## config.mk

```make
export PLATFORM = sky130hd
export DESIGN_NAME = control_partida
export DESIGN_NICKNAME = d
export VERILOG_FILES = /design/src/rtl/control_partida.sv
export SDC_FILE = /design/constraint.sdc
export NUM_CORES = 1
export LEC_CHECK = 0
export CAP_MARGIN = 20
export CELL_PAD_IN_SITES_DETAIL_PLACEMENT = 0
export CELL_PAD_IN_SITES_GLOBAL_PLACEMENT = 1
export CORE_AREA = 3 3 93 95
export CTS_BUF_LIST = sky130_fd_sc_hd__clkbuf_4 sky130_fd_sc_hd__clkbuf_8
export DETAILED_ROUTE_END_ITERATION = 16
export DIE_AREA = 0 0 96 98
export DONT_BUFFER_PORTS = 1
export PLACE_DENSITY = 0.86
export REMOVE_ABC_BUFFERS = 1
export SLEW_MARGIN = 30
export SYNTH_ARGS = -nofsm -noshare
export SYNTH_HDL_FRONTEND = slang
export SYNTH_SLANG_ARGS = --single-unit
```

## constraint.sdc

```tcl
create_clock -name clk -period 2.5 [get_ports clk]
set_clock_uncertainty 0.2 [all_clocks]
set_input_delay 0.125 -clock clk [delete_from_list [all_inputs] [get_ports clk]]
set_output_delay 0.125 -clock clk [all_outputs]
set_load 0.02 [all_outputs]
```

## src/rtl/control_partida.sv

```systemverilog
// Game-flow controller: IDLE/JUGANDO/CHOQUE/FIN sequencing, BCD score and persistent high score.
// All outputs are registered or decoded from the state register only.
module control_partida #(
  parameter int T_CHOQUE = 50_000_000,
  parameter int CW       = 26
) (
  input  logic       clk,
  input  logic       reset,
  input  logic       btnInicio,
  input  logic       ciclo,
  input  logic       chocar,
  output logic [1:0] estado,
  output logic       congelar,
  output logic       reinicioJuego,
  output logic [3:0] unidades,
  output logic [3:0] decenas,
  output logic [3:0] centenas,
  output logic [3:0] unidadesMillar,
  output logic [3:0] recU,
  output logic [3:0] recD,
  output logic [3:0] recC,
  output logic [3:0] recM,
  output logic       nuevoRecord
);

  typedef enum logic [1:0] {
    IDLE    = 2'b00,
    JUGANDO = 2'b01,
    CHOQUE  = 2'b10,
    FIN     = 2'b11
  } state_t;

  localparam logic [CW-1:0] CNT_LAST = CW'(T_CHOQUE - 1);

  state_t        state_q, state_d;
  logic          btn_prev_q, ciclo_prev_q;
  logic [CW-1:0] cnt_q, cnt_d;
  logic [15:0]   score_q, score_d;
  logic [15:0]   rec_q, rec_d;
  logic          nuevo_q, nuevo_d;
  logic          reinicio_q, reinicio_d;
  logic          inicio_edge, ciclo_edge;

  assign inicio_edge = btnInicio & ~btn_prev_q;
  assign ciclo_edge  = ciclo & ~ciclo_prev_q;

  function automatic logic [15:0] bcd_inc(input logic [15:0] v);
    logic [15:0] r;
    logic        carry;
    r     = v;
    carry = 1'b1;
    for (int i = 0; i < 4; i++) begin
      if (carry) begin
        if (r[4*i +: 4] == 4'd9) begin
          r[4*i +: 4] = 4'd0;
        end else begin
          r[4*i +: 4] = r[4*i +: 4] + 4'd1;
          carry       = 1'b0;
        end
      end
    end
    return r;
  endfunction

  always_comb begin
    state_d    = state_q;
    cnt_d      = cnt_q;
    score_d    = score_q;
    rec_d      = rec_q;
    nuevo_d    = nuevo_q;
    reinicio_d = 1'b0;
    case (state_q)
      IDLE: begin
        score_d = 16'h0000;
        if (inicio_edge) begin
          state_d    = JUGANDO;
          reinicio_d = 1'b1;
        end
      end
      JUGANDO: begin
        if (chocar) begin
          state_d = CHOQUE;
          cnt_d   = '0;
        end else if (ciclo_edge && score_q != 16'h9999) begin
          score_d = bcd_inc(score_q);
        end
      end
      CHOQUE: begin
        if (cnt_q == CNT_LAST) begin
          state_d = FIN;
          // Packed BCD digits order the same as their decimal values,
          // so a plain unsigned compare is the MSD-first digit compare.
          if (score_q > rec_q) begin
            rec_d   = score_q;
            nuevo_d = 1'b1;
          end
        end else begin
          cnt_d = cnt_q + 1'b1;
        end
      end
      FIN: begin
        if (inicio_edge) begin
          state_d = IDLE;
          score_d = 16'h0000;
          nuevo_d = 1'b0;
        end
      end
      default: state_d = IDLE;
    endcase
  end

  always_ff @(posedge clk) begin
    if (!reset) begin
      state_q      <= IDLE;
      btn_prev_q   <= 1'b1;
      ciclo_prev_q <= 1'b1;
      cnt_q        <= '0;
      score_q      <= 16'h0000;
      rec_q        <= 16'h0000;
      nuevo_q      <= 1'b0;
      reinicio_q   <= 1'b0;
    end else begin
      state_q      <= state_d;
      btn_prev_q   <= btnInicio;
      ciclo_prev_q <= ciclo;
      cnt_q        <= cnt_d;
      score_q      <= score_d;
      rec_q        <= rec_d;
      nuevo_q      <= nuevo_d;
      reinicio_q   <= reinicio_d;
    end
  end

  assign estado         = state_q;
  assign congelar       = (state_q != JUGANDO);
  assign reinicioJuego  = reinicio_q;
  assign unidades       = score_q[3:0];
  assign decenas        = score_q[7:4];
  assign centenas       = score_q[11:8];
  assign unidadesMillar = score_q[15:12];
  assign recU           = rec_q[3:0];
  assign recD           = rec_q[7:4];
  assign recC           = rec_q[11:8];
  assign recM           = rec_q[15:12];
  assign nuevoRecord    = nuevo_q;

endmodule

```

=== Word level (Yosys, flattened, before mapping) ===
Cells that the tools add are included.

* Logic and storage cells: 94
* Input port bits: 5
* Output and inout port bits: 37
* Bits in registers: 64

* Muxes and demuxes: 38
* Bitwise logic cells: 4
* Add/subtract/negate cells: 5
* Equal/unequal tests: 21
* Reduce and logical (&&, ||, !) cells: 14
* $lt $le $gt $ge: 1

{| class="wikitable"
|+ Operators with widths
! kind !! number
|-
| 2-to-1 mux 26 bit || 2
|-
| case mux 26 bit (2 select lines) || 1
|-
| 2-to-1 mux 16 bit || 3
|-
| case mux 16 bit (3 select lines) || 1
|-
| 2-to-1 mux 4 bit || 7
|-
| adder 26 x 1 -> 26 bit (second input constant) || 1
|-
| == test 26 bit (second input constant) || 1
|-
| inequality test 2 bit (second input constant) || 11
|-
| 2-to-1 mux 1 bit || 18
|-
| adder 4 x 1 -> 4 bit (second input constant) || 4
|-
| == test 4 bit (second input constant) || 4
|-
| > comparator 16 bit || 1
|-
| inequality test 16 bit (second input constant) || 1
|-
| AND reduction 5 bit || 3
|-
| AND reduction 4 bit || 3
|-
| 2-to-1 mux 2 bit || 4
|-
| case mux 2 bit (4 select lines) || 1
|-
| AND reduction 3 bit || 2
|-
| == test 2 bit (second input constant) || 2
|-
| nonzero test 2 bit || 2
|-
| nonzero test 3 bit || 1
|-
| bitwise AND 1 bit || 2
|-
| == test 2 x 1 -> 1 bit (second input constant) || 1
|-
| logical NOT 2 bit || 1
|-
| other kinds (5) || 6
|}

=== Logic depth before layout (Yosys ltp) ===
Gate-level depths: netlist (run 1).

* Depth in word-level cells: 18
* Gate-level depth with buffers: 9
* Depth with buffers taken out: 8

=== Worst setup path after synthesis (run 1) ===
Ideal clock, no wire load.

* Kind: register to register
* Start: register state_q[0], in the netlist estado[0]
* End: register score_q[11]
* Library setup time: 0.070 ns
* Data arrival time: 2.425 ns
* Cell stages (with the launch flop): 9
* Slack: -0.195 ns
* Buffers on the path: 0
* Data required time: 2.230 ns
* Clock period less this slack: 2.695 ns
* Cell sequence: dfxtp_1 inv_1 ha_1 or2_1 a222oi_1 a21bo_2 nand2b_4 or4_1 a21oi_1

* Word-level cells in the longest chain between the ends: 3
* Elaborated cells on any way between the ends: 10
* Classes of those cells: eq/ne (6); mux (1); reduce/logical (3)

{| class="wikitable"
|+ RTL lines
! element !! line !! RTL
|-
| from (decl) || 35 || <nowiki>state_t state_q, state_d;</nowiki>
|-
| from (signal assigned) || 123 || <nowiki>state_q <= state_d;</nowiki>
|-
| == test 2 x 1 -> 1 bit (tied with other cells) || 72 || <nowiki>case (state_q)</nowiki>
|-
| inequality test 2 bit (no line) / nonzero test 3 bit (equally long branches) || -- ||
|-
| AND reduction 5 bit (no line) || -- ||
|-
| to (signal assigned) || 127 || <nowiki>score_q <= score_d;</nowiki>
|-
| to (decl) || 38 || <nowiki>logic [15:0] score_q, score_d;</nowiki>
|}

Parallel ways exist; a longest one is shown, timed or not.
A chain may end at the register's enable or synchronous reset.

=== Worst setup path in the final report (run 1) ===
* Start: register state_q[0], in the netlist estado[0]
* End: register score_q[5]

Same word-level chain as after synthesis.

==> out/metrics.csv, run 1 <==
metric,value,unit
result of the run,"finished, final reports clean",
transition at the pin with the smallest max-transition slack,0.518,ns
clock tree sinks,64,
cell-by-cell trace of the critical path,buf_4 -> ha_4 -> or2_1 -> a222oi_1 -> a21bo_2 -> buf_4 -> or3_2 -> a21oi_2,
first-pass GRT wire length,14.4,mm
Netlist cell types,53,
clock latency reported for the late side of the worst-skew pair,0.36,ns
share of the synthesized netlist area taken by xor and xnor gates,5.74,%
depth of the worst register-to-register path,8,
main combinational cell family by area after synthesis,simple AND/OR/NAND/NOR gates,
average wire length per cell after detail routing,14.4,um
synthesis-to-layout area growth,26.6,%
vias in the first global route,3106,
synthesized-area fraction occupied by adder cells,10.7,%
cells after synthesis,402,
cell at the root of the clock tree,clkbuf_8,
row cnt,32,
post-layout net count,507,
max_slew headroom,65.5,%
average instance area after synthesis,8.73,sq um
final-report setup violation count,0,
quantity of I/O buffers inserted on ports,0,
CP top delay family,simple AND/OR/NAND/NOR gates,
CTS tree,built,
via total after detailed routing,3033,
Synth Warn #,0,
dpl hpwl,6.00,mm
final slew viol count,0,
Critical-path top delay cell,or3_2,
"share of synthesized cell area in and, or, nand and nor gates",27.6,%
Critical Path End Type,flip-flop,
Pwr Density,843,mW/mm^2
Die W,96,um
layout cells sized above 1,23.3,%
fill cell count,716,
final weighted congestion in routability-driven placement,0.815,
share of synthesized area spent on multiplexers,5.42,%
initial antenna violation count,0,
number of synthesized flops with an enable pin,0,
H-tree levels,3,
I/O pin count,42,
Max rail drop VDD,0.000503,V
Hold Crit Class,in2reg,
total wire length after detailed routing,8.33,mm
data required time of the worst path,2.60,ns
All-Layer GR Usage,19.1,%
critical path startpoint category,flip-flop,
maximum cell stage delay along the critical path,0.46,ns
dominant synthesized flop cell,dfxtp_1,
terminating pin of the worst hold path,estado[0]$_SDFFE_PN0P_,
area inside the core boundary,0.00781,sq mm
register bit count reported by yosys,64,
critical path peak fanout,8,
number of CTS-inserted buffers,9,
reg2reg setup slack,0.09,ns
cell repeated most along the worst path,buf_4,
max_cap viols,0,
critical path buffer and inverter count,2,
largest buffer count on any clock path,2,
pin count of the biggest net entering global routing,29,
Fin. Hold Viols,0,
Pre-antenna DRT Iters,5,
Vert. Die Dim,98,um
Final Cycle Share,96.3,%
startpoint of the lowest-slack register-to-register path,estado[0]$_SDFFE_PN0P_,
count of antenna-violating nets left after detailed routing,0,
post-route DRC violation count,0,
depth of the worst hold-timing path,4,
terminus of the critical flop-to-flop path,score_q[5]$_SDFFE_PN0P_,
arrival time of the worst setup path,2.51,ns
drt via density,5.24,
Hold Startpoint,btnInicio,
cell area after technology mapping,0.00351,sq mm
final setup TNS,0,ns
full die area,0.00941,sq mm
final core utilization,56.9,%
Worst Setup Path Type,reg2reg,
"CTS clk-pin slew, worst paths",0.08,ns
fraction of the mapped netlist area in compound gates,9.34,%
fraction of synthesis flops using an asynchronous set or reset pin,0,%
"sum of internal, switching and leakage power",3740,uW
f_max,0.415,GHz
overflow left after global routing,0,
setup repair after global routing missed its margin,true,
diodes inserted,0,
minimum clock period,2.41,ns
sequential share of the synthesized area,36.5,%
first-iteration detailed-routing DRC count,61,
starting utilization of the core area,45.0,%
reported leakage power,0.00183,uW
-- logic make-up (layout without fill, tap and decap cells) --
group / count (synthesis) / count (layout)
AND/OR/NAND/NOR: 177 / 177
flip-flops: 64 / 64
AO/OA/AOI/OAI: 51 / 51
buffers and inverters: 38 / 113
adder cells (fa/ha/maj): 30 / 30
XOR/XNOR: 23 / 23
multiplexers: 19 / 19
-- report_power, final --
part           switching (uW)  leakage, uW  internal [uW]  total [uW]
Clock                     440     0.000119            663        1100
Combinational             822      0.00120            723        1550
Sequential               29.0     0.000518           1070        1100
Total                    1290      0.00183           2450        3740
-- sequential cells by signal, indices dropped and copies added, names as in the netlist --
signal,cells
estado,2
cnt_q,26
reinicioJuego,1
ciclo_prev_q,1
score_q,16
btn_prev_q,1
rec_q,16
nuevoRecord,1
-- synthesized netlist by cell type, types with 11 or more instances --
cell type  count  share of area (%)
o21ai_0       11                1.6
nor2_1        54                5.8
nor3_1        16                2.3
mux2i_1       19                5.4
dfxtp_1       64                 37
nand4_1       11                2.0
xnor2_1       20                5.0
a21oi_1       23                3.3
inv_1         27                2.9
nand3_1       13                1.9
nand2_1       26                2.8
ha_1          30                 11
-- timing repair --
| item | CTS | global route |
|---|---|---|
| gates cloned | 0 | 0 |
| pin swaps | 5 | 10 |
| setup endpoints to repair | 22 | 31 |
| hold endpoints to repair | 14 | 0 |
| resized for setup | 5 | 13 |
| hold buffers | 4 | 0 |
| setup buffers | 4 | 0 |
-- layer usage --
metal  vias to the layer above  track usage, %  wire, um
met1                      1413            23.3      3670
met4                         0            8.21       217
met3                        19            5.78       382
met5                         -               0         0
met2                        47            30.9      4060
li1                       1554               -         -
-- final cells by class --
cell class                 count  area (sq um)  share of cell area [%]
clock buffer                   9           124                    2.79
clock inverter                 7           120                    2.70
inverter                      28           105                    2.36
multi-input combinational    300          2140                    48.1
sequential                    64          1280                    28.9
tap                          102           128                    2.87
timing repair buffer          69           547                    12.3
-- worst max-delay path by stage --
stage / start / to / slack (ns) / cells after the start
floorplan: estado[1]$_SDFFE_PN0P_ / cnt_q[17]$_SDFFE_PN0P_ / -0.74 / 6
global placement: rec_q[1]$_SDFFE_PN0P_ / rec_q[1]$_SDFFE_PN0P_ / -0.25 / 9
detailed placement: rec_q[1]$_SDFFE_PN0P_ / rec_q[11]$_SDFFE_PN0P_ / -0.17 / 10
CTS: estado[0]$_SDFFE_PN0P_ / score_q[11]$_SDFFE_PN0P_ / 0.0007 / 8
global route: score_q[1]$_SDFFE_PN0P_ / score_q[5]$_SDFFE_PN0P_ / -0.02 / 9
finish: estado[0]$_SDFFE_PN0P_ / score_q[5]$_SDFFE_PN0P_ / 0.09 / 8
-- cells in the final DEF (no fill, tap or decap), types with 4 or more instances in the layout --
cell type / netlist / final
mux2i_1: 19 / 19
buf_4: 2 / 61
a21oi_1: 23 / 21
inv_1: 27 / 26
or3_1: 6 / 6
and3_1: 4 / 4
xnor2_1: 20 / 20
o21ai_0: 11 / 10
ha_1: 30 / 27
nand2_1: 26 / 26
dlygate4sd3_1: 0 / 4
nor4_1: 9 / 6
nor2_1: 54 / 54
nor3_1: 16 / 16
clkbuf_8: 0 / 9
nand3_1: 13 / 12
nand4_1: 11 / 11
dfxtp_1: 64 / 62
-- per-stage QoR --
stage | hold WS [ns] | setup slack, ns | area, sq um | std cells
after CTS | 0.0663 | 0.000666 | 4380 | 579
after global routing | 0.110 | -0.0211 | 4440 | 579
after global placement | -0.000187 | -0.251 | 4040 | 554
after detailed placement | 0.00344 | -0.172 | 4050 | 555
after floorplan | -0.00196 | -0.741 | 3450 | 392
final | 0.0752 | 0.0925 | 4440 | 579
-- tightest hold or removal path, cell delays in order --
cell,delay (ns)
nand2b_1,0.08
o21ai_0,0.11
o221a_2,0.22
a211oi_1,0.07
Power figures use the tool's default switching activity.
==> inputs of run 2 (changes only) <==
BUFFER_PORTS_ARGS = -buffer_cell sky130_fd_sc_hd__buf_2   (was not set)
CAP_MARGIN = not set   (was 20)
CORE_AREA = 3 3 97 99   (was 3 3 93 95)
DIE_AREA = 0 0 100 102   (was 0 0 96 98)
DONT_BUFFER_PORTS = not set   (was 1)
==> run 2 against run 1 <==
  * Clock-buffer cell count grew 3
  * Largest power group unchanged
  * Critical path depth stayed put
  * Cell count grew 3.1%
  * Fmax decreased by 1.6%
  * Non-clock buffer count rose by 12
==> out/metrics.csv, run 2 (synthesis gave the netlist of run 1 again) <==
metric,value,unit,change
Critical-path top delay cell,or4_4,,
diodes inserted,0,,unchanged
total wire length after detailed routing,8.22,mm,-1.4%
critical path peak fanout,7,,-1
average wire length per cell after detail routing,13.8,um,-4.4%
max_slew headroom,64.5,%,-0.99 points
row cnt,34,,+6.3%
via total after detailed routing,3102,,+2.3%
Post-Place Cells,575,,+3.6%
"commonest cells after routing, fill and taps aside","dfxtp_1 (57), nor2_1 (54), buf_2 (41), buf_4 (32), ha_1 (27)",,
post-route DRC violation count,0,,unchanged
Pwr Density,814,mW/mm^2,-3.4%
largest register by flop count,cnt_q,,
Die W,100,um,+4.2%
clock latency reported for the late side of the worst-skew pair,0.35,ns,about the same
final core utilization,51.7,%,-5.3 points
first-pass GRT wire length,13.8,mm,-3.7%
full die area,0.0102,sq mm,+8.4%
All-Layer GR Usage,16.8,%,-2.3 points
Max rail drop VDD,0.000644,V,+28%
synthesis-to-layout area growth,27.1,%,
largest buffer count on any clock path,2,,unchanged
minimum clock period,2.45,ns,+0.0391 ns
maximum cell stage delay along the critical path,0.49,ns,+0.03 ns
cell at the root of the clock tree,clkbuf_8,,
post-layout net count,519,,+2.4%
initial antenna violation count,0,,unchanged
Critical Path End Type,flip-flop,,
max_cap viols,0,,unchanged
final-report setup violation count,0,,unchanged
vias in the first global route,3031,,-2.4%
data required time of the worst path,2.59,ns,about the same
first-iteration detailed-routing DRC count,122,,+100%
overflow left after global routing,0,,unchanged
count of antenna-violating nets left after detailed routing,0,,unchanged
area inside the core boundary,0.00864,sq mm,+11%
Pre-antenna DRT Iters,4,,-1
arrival time of the worst setup path,2.53,ns,+0.02 ns
final slew viol count,0,,unchanged
H-tree levels,3,,unchanged
number of CTS-inserted buffers,9,,unchanged
"most common cell after layout, fill and taps aside",dfxtp_1,,
cell-by-cell trace of the critical path,buf_4 -> ha_4 -> or2_1 -> a222oi_1 -> a21bo_2 -> nand2b_4 -> or4_4 -> a21oi_2,,
dpl hpwl,5.90,mm,-1.7%
max FFs per register,26,,unchanged
I/O pin count,42,,unchanged
Final Cycle Share,97.9,%,+1.6 points
Final Instance Count excl. Fillers,597,,+3.1%
largest registers,"cnt_q (26), rec_q (16), score_q (16)",,
reported leakage power,0.00190,uW,+3.5%
result of the run,"finished, final reports clean",,
quantity of I/O buffers inserted on ports,41,,+41
Hold Crit Class,in2reg,,
clock tree sinks,64,,unchanged
"CTS clk-pin slew, worst paths",0.07,ns,about the same
fill cell count,834,,+16%
worst hold slack,0.0756,ns,+0.000419 ns
CTS tree,built,,
transition at the pin with the smallest max-transition slack,0.533,ns,+0.0149 ns
critical path startpoint category,flip-flop,,
cell area after layout,0.00446,sq mm,+0.37%
starting utilization of the core area,40.6,%,-4.3 points
Worst Setup Path Type,reg2reg,,
pin count of the biggest net entering global routing,29,,unchanged
f_max,0.409,GHz,-1.6%
"sum of internal, switching and leakage power",3630,uW,-3.1%
Vert. Die Dim,102,um,+4.1%
CP top delay family,simple AND/OR/NAND/NOR gates,,
final weighted congestion in routability-driven placement,0.849,,+4.1%
layout cells sized above 1,26.8,%,+3.5 points
drt via density,5.20,,-0.81%
critical path buffer and inverter count,1,,-1
"Cell Area, Placed",0.00405,sq mm,about the same
Fin. Hold Viols,0,,unchanged
run 2: changes by cell type in the layout (fill, tap and decap cells not counted), moves of 2 or more:
cell	change
dfxtp_1	-5
buf_4	-29
or4_1	-2
buf_2	+41
or4_4	+2
dfxtp_2	+4
clkbuf_8	+2
run 2: worst register-to-register path, cell delays in order, from the launching register on:
cell and delay (ns):
dfxtp_2 0.33, buf_4 0.15, ha_4 0.17, or2_1 0.22, a222oi_1 0.28, a21bo_2 0.27
nand2b_4 0.16, or4_4 0.49, a21oi_2 0.12
run 2: path summary, 6_finish.rpt:
kind	start	end	slack, ns	cells past startpoint
max	estado[0]$_SDFFE_PN0P_	score_q[11]$_SDFFE_PN0P_	0.05	8
min	chocar	estado[0]$_SDFFE_PN0P_	0.08	3
max reg2reg	estado[0]$_SDFFE_PN0P_	score_q[11]$_SDFFE_PN0P_	0.05	8
min reg2reg	cnt_q[23]$_SDFFE_PN0P_	cnt_q[23]$_SDFFE_PN0P_	0.30	2
run 2: layout make-up:
| type | count | area [sq um] | share of cell area [%] |
|---|---|---|---|
| Timing Repair Buffer | 81 | 529 | 11.9 |
| Inverter | 28 | 108 | 2.41 |
| Sequential cell | 64 | 1290 | 29.0 |
| Multi-Input combinational cell | 300 | 2160 | 48.4 |
| Tap cell | 108 | 135 | 3.03 |
| Clock inverter | 4 | 76.3 | 1.71 |
| Clock buffer | 12 | 159 | 3.56 |
run 2: where the power goes:
| group | internal (uW) | switching, uW | leakage [uW] |
|---|---|---|---|
| clock network | 629 | 416 | 0.000116 |
| logic | 673 | 808 | 0.00126 |
| registers | 1070 | 35.0 | 0.000520 |
| total | 2370 | 1260 | 0.00190 |
run 2: per-layer routing:
layer / GRT usage (%) / vias to the layer above / part of all wire (%)
li1: - / 1578 / -
met1: 20.0 / 1458 / 45
met2: 29.1 / 50 / 49
met3: 4.16 / 16 / 4.1
met4: 7.15 / 0 / 1.7
met5: 0 / - / 0
run 2: what timing repair did:
action | in CTS | in global routing
endpoints found under the hold margin | 11 | 0
hold buffers | 5 | 0
pin swaps | 3 | 7
buffers inserted | 0 | 1
resized for setup | 6 | 25
gates cloned | 0 | 1
setup endpoints to repair | 4 | 24
run 2: through the flow:
step           worst slack (ns)  setup TNS (ns)
5_1_grt                 -0.0790          -0.790
3_3_place_gp             0.0569               0
3_5_place_dp            -0.0456         -0.0730
2_1_floorplan            -0.741          -15.43
6_report                 0.0534               0
4_1_cts                  0.0122               0
==> inputs of run 3 (changes only) <==
CORE_AREA = 4 4 98 100   (was 3 3 97 99)
DIE_AREA = 0 0 102 104   (was 0 0 100 102)
==> run 3 against run 2 <==
  * Sequential cell count is the same
  * Utilization is 1.4 points higher
  * Clock-buffer cell count down 2
  * Global-route usage down 0.92 points
  * Register-to-register slack gained 0.03 ns
  * Critical path depth unchanged
  * Die area is 4.0% higher
  * Worst setup slack gained 0.033 ns
  * Largest cell class unchanged
  * First-iteration DRC count down 9.0%
  * Critical path type unchanged
  * Largest power group unchanged
==> out/metrics.csv, run 3 (synthesis gave the netlist of run 1 again) <==
metric,value,unit,change
cell area after layout,0.00461,sq mm,+3.3%
post-route DRC violation count,0,,unchanged
critical path startpoint category,flip-flop,,
final slew viol count,0,,unchanged
pre-CTS setup slack,-0.0356,ns,+0.00993 ns
total net switching power,1300,uW,+3.4%
smallest setup slack after layout,0.0863,ns,+0.0329 ns
count of antenna-violating nets left after detailed routing,0,,unchanged
number of CTS-inserted buffers,9,,unchanged
final-report setup violation count,0,,unchanged
Critical-path top delay cell,or4_1,,
full die area,0.0106,sq mm,+4.0%
result of the run,"finished, final reports clean",,
Final Cycle Share,96.5,%,-1.3 points
clock latency reported for the late side of the worst-skew pair,0.34,ns,about the same
first element of the critical path,estado[1]$_SDFFE_PN0P_,,
terminus of the critical flop-to-flop path,score_q[10]$_SDFFE_PN0P_,,
"CTS clk-pin slew, worst paths",0.08,ns,about the same
H-tree levels,3,,unchanged
Max rail drop VDD,0.000527,V,-18%
average wire length per cell after detail routing,14.0,um,+1.6%
CP top delay family,simple AND/OR/NAND/NOR gates,,
Post-Place Cells,579,,+0.70%
final core utilization,53.1,%,+1.4 points
"Cell Area, Placed",0.00411,sq mm,+1.4%
data required time of the worst path,2.57,ns,-0.02 ns
"commonest cells after routing, fill and taps aside","nor2_1 (53), dfxtp_1 (50), buf_2 (41), buf_4 (37), nand2_1 (26)",,
setup repair after global routing missed its margin,true,,
largest registers,"cnt_q (26), rec_q (16), score_q (16)",,
total wire length after detailed routing,8.46,mm,+2.9%
transition at the pin with the smallest max-transition slack,0.500,ns,-0.0335 ns
f_max,0.414,GHz,+1.4%
overflow left after global routing,0,,unchanged
cell at the root of the clock tree,clkbuf_8,,
max FFs per register,26,,unchanged
Flop pwr share,29.7,%,-0.7 points
max_cap viols,0,,unchanged
critical path buffer and inverter count,1,,unchanged
largest register by flop count,cnt_q,,
vias in the first global route,3050,,+0.63%
switching fraction of total power,34.8,%,+0.14 points
clock tree sinks,64,,unchanged
Vert. Die Dim,104,um,+2.0%
portion of total power attributed to the clock network,27.5,%,-1.3 points
quantity of I/O buffers inserted on ports,41,,unchanged
end point of the critical path,score_q[10]$_SDFFE_PN0P_,,
synthesis-to-layout area growth,31.3,%,
"most common cell after layout, fill and taps aside",nor2_1,,
"sum of internal, switching and leakage power",3740,uW,+2.9%
drt via density,5.20,,about the same
first-iteration detailed-routing DRC count,111,,-9.0%
Critical Path End Type,flip-flop,,
row cnt,34,,unchanged
reported leakage power,0.00195,uW,+2.9%
final weighted congestion in routability-driven placement,0.848,,-0.15%
reg2reg setup slack,0.09,ns,+0.03 ns
dpl hpwl,6.06,mm,+2.8%
portion of total power attributed to combinational logic,42.9,%,+2.1 points
critical path peak fanout,6,,-1
cell-internal power,2430,uW,+2.7%
All-Layer GR Usage,15.9,%,-0.92 points
diodes inserted,0,,unchanged
area inside the core boundary,0.00868,sq mm,+0.49%
CTS tree,built,,
initial antenna violation count,0,,unchanged
Die W,102,um,+2.0%
max_slew headroom,66.7,%,+2.2 points
pin count of the biggest net entering global routing,25,,-14%
minimum clock period,2.41,ns,-0.0329 ns
arrival time of the worst setup path,2.48,ns,-0.05 ns
layout cells sized above 1,30.4,%,+3.6 points
Crit. path cell count,8,,unchanged
depth of the worst hold-timing path,3,,unchanged
first-pass GRT wire length,13.9,mm,+0.40%
largest buffer count on any clock path,2,,unchanged
I/O pin count,42,,unchanged
starting utilization of the core area,40.4,%,-0.20 points
depth of the worst register-to-register path,8,,unchanged
post-layout net count,527,,+1.5%
Pre-antenna DRT Iters,4,,unchanged
Hold Crit Class,in2reg,,
Final Instance Count excl. Fillers,605,,+1.3%
Pwr Density,811,mW/mm^2,-0.37%
via total after detailed routing,3143,,+1.3%
Worst Setup Path Type,reg2reg,,
Fin. Hold Viols,0,,unchanged
cell-by-cell trace of the critical path,inv_2 -> ha_4 -> or2_4 -> a222oi_1 -> a21bo_2 -> nand2b_4 -> or4_1 -> a21oi_1,,
startpoint of the lowest-slack register-to-register path,estado[1]$_SDFFE_PN0P_,,
fill cell count,782,,-6.2%
maximum cell stage delay along the critical path,0.40,ns,-0.09 ns
run 3: worst reg2reg max path, cell delays in order, from the launching register on:
cell and delay (ns):
dfxtp_2 0.33, inv_2 0.10, ha_4 0.21, or2_4 0.24
a222oi_1 0.26, a21bo_2 0.29, nand2b_4 0.16, or4_1 0.40
a21oi_1 0.15
run 3: metrics by stage:
stage / setup TNS, ns / hold slack (ns)
3_5_place_dp: -0.0392 / 0.145
6_report: 0 / 0.0749
2_1_floorplan: -15.43 / -0.00196
4_1_cts: 0 / 0.0372
5_1_grt: -0.171 / 0.0549
3_3_place_gp: 0 / 0.144
run 3: power by group through the flow:
stage / sequential (uW) / combinational, uW / clock [uW]
after floorplan: 1190 / 734 / 0
after detailed placement: 1120 / 1440 / 0
after global placement: 1120 / 1410 / 0
final: 1110 / 1600 / 1030
after global routing: 1120 / 1760 / 1100
after CTS: 1100 / 1490 / 1050
run 3: repair_timing:
action | 4_1_cts | 5_1_grt
gates resized for setup | 5 | 35
setup endpoints to repair | 3 | 28
buffers inserted | 1 | 4
endpoints found under the hold margin | 8 | 0
gates cloned | 0 | 1
hold buffers | 5 | 0
pin swaps | 4 | 14
run 3: metal layers:
layer | share of wire (%) | vias up | global-route usage (%) | wire length [um]
li1 | - | 1606 | - | -
met2 | 50 | 69 | 26.9 | 4270
met4 | 1.1 | 0 | 3.28 | 95
met1 | 44 | 1458 | 20.1 | 3710
met5 | 0 | - | 0 | 0
met3 | 4.5 | 10 | 4.36 | 384
run 3: cell type report:
type / count / area [sq um] / area share [%]
tap: 108 / 135 / 2.93
multi-input combinational: 300 / 2210 / 47.9
clock inverter: 6 / 92.6 / 2.01
clock buffer: 10 / 138 / 2.99
timing repair buffer: 89 / 632 / 13.7
sequential: 64 / 1300 / 28.2
inverter: 28 / 105 / 2.28
run 3: worst min path at each step:
stage	startpoint	endpoint
2_1_floorplan	reset	btn_prev_q$_SDFF_PN1_
3_3_place_gp	btnInicio	btn_prev_q$_SDFF_PN1_
3_5_place_dp	ciclo	ciclo_prev_q$_SDFF_PN1_
4_1_cts	chocar	estado[0]$_SDFFE_PN0P_
5_1_grt	chocar	estado[0]$_SDFFE_PN0P_
6_report	chocar	estado[0]$_SDFFE_PN0P_
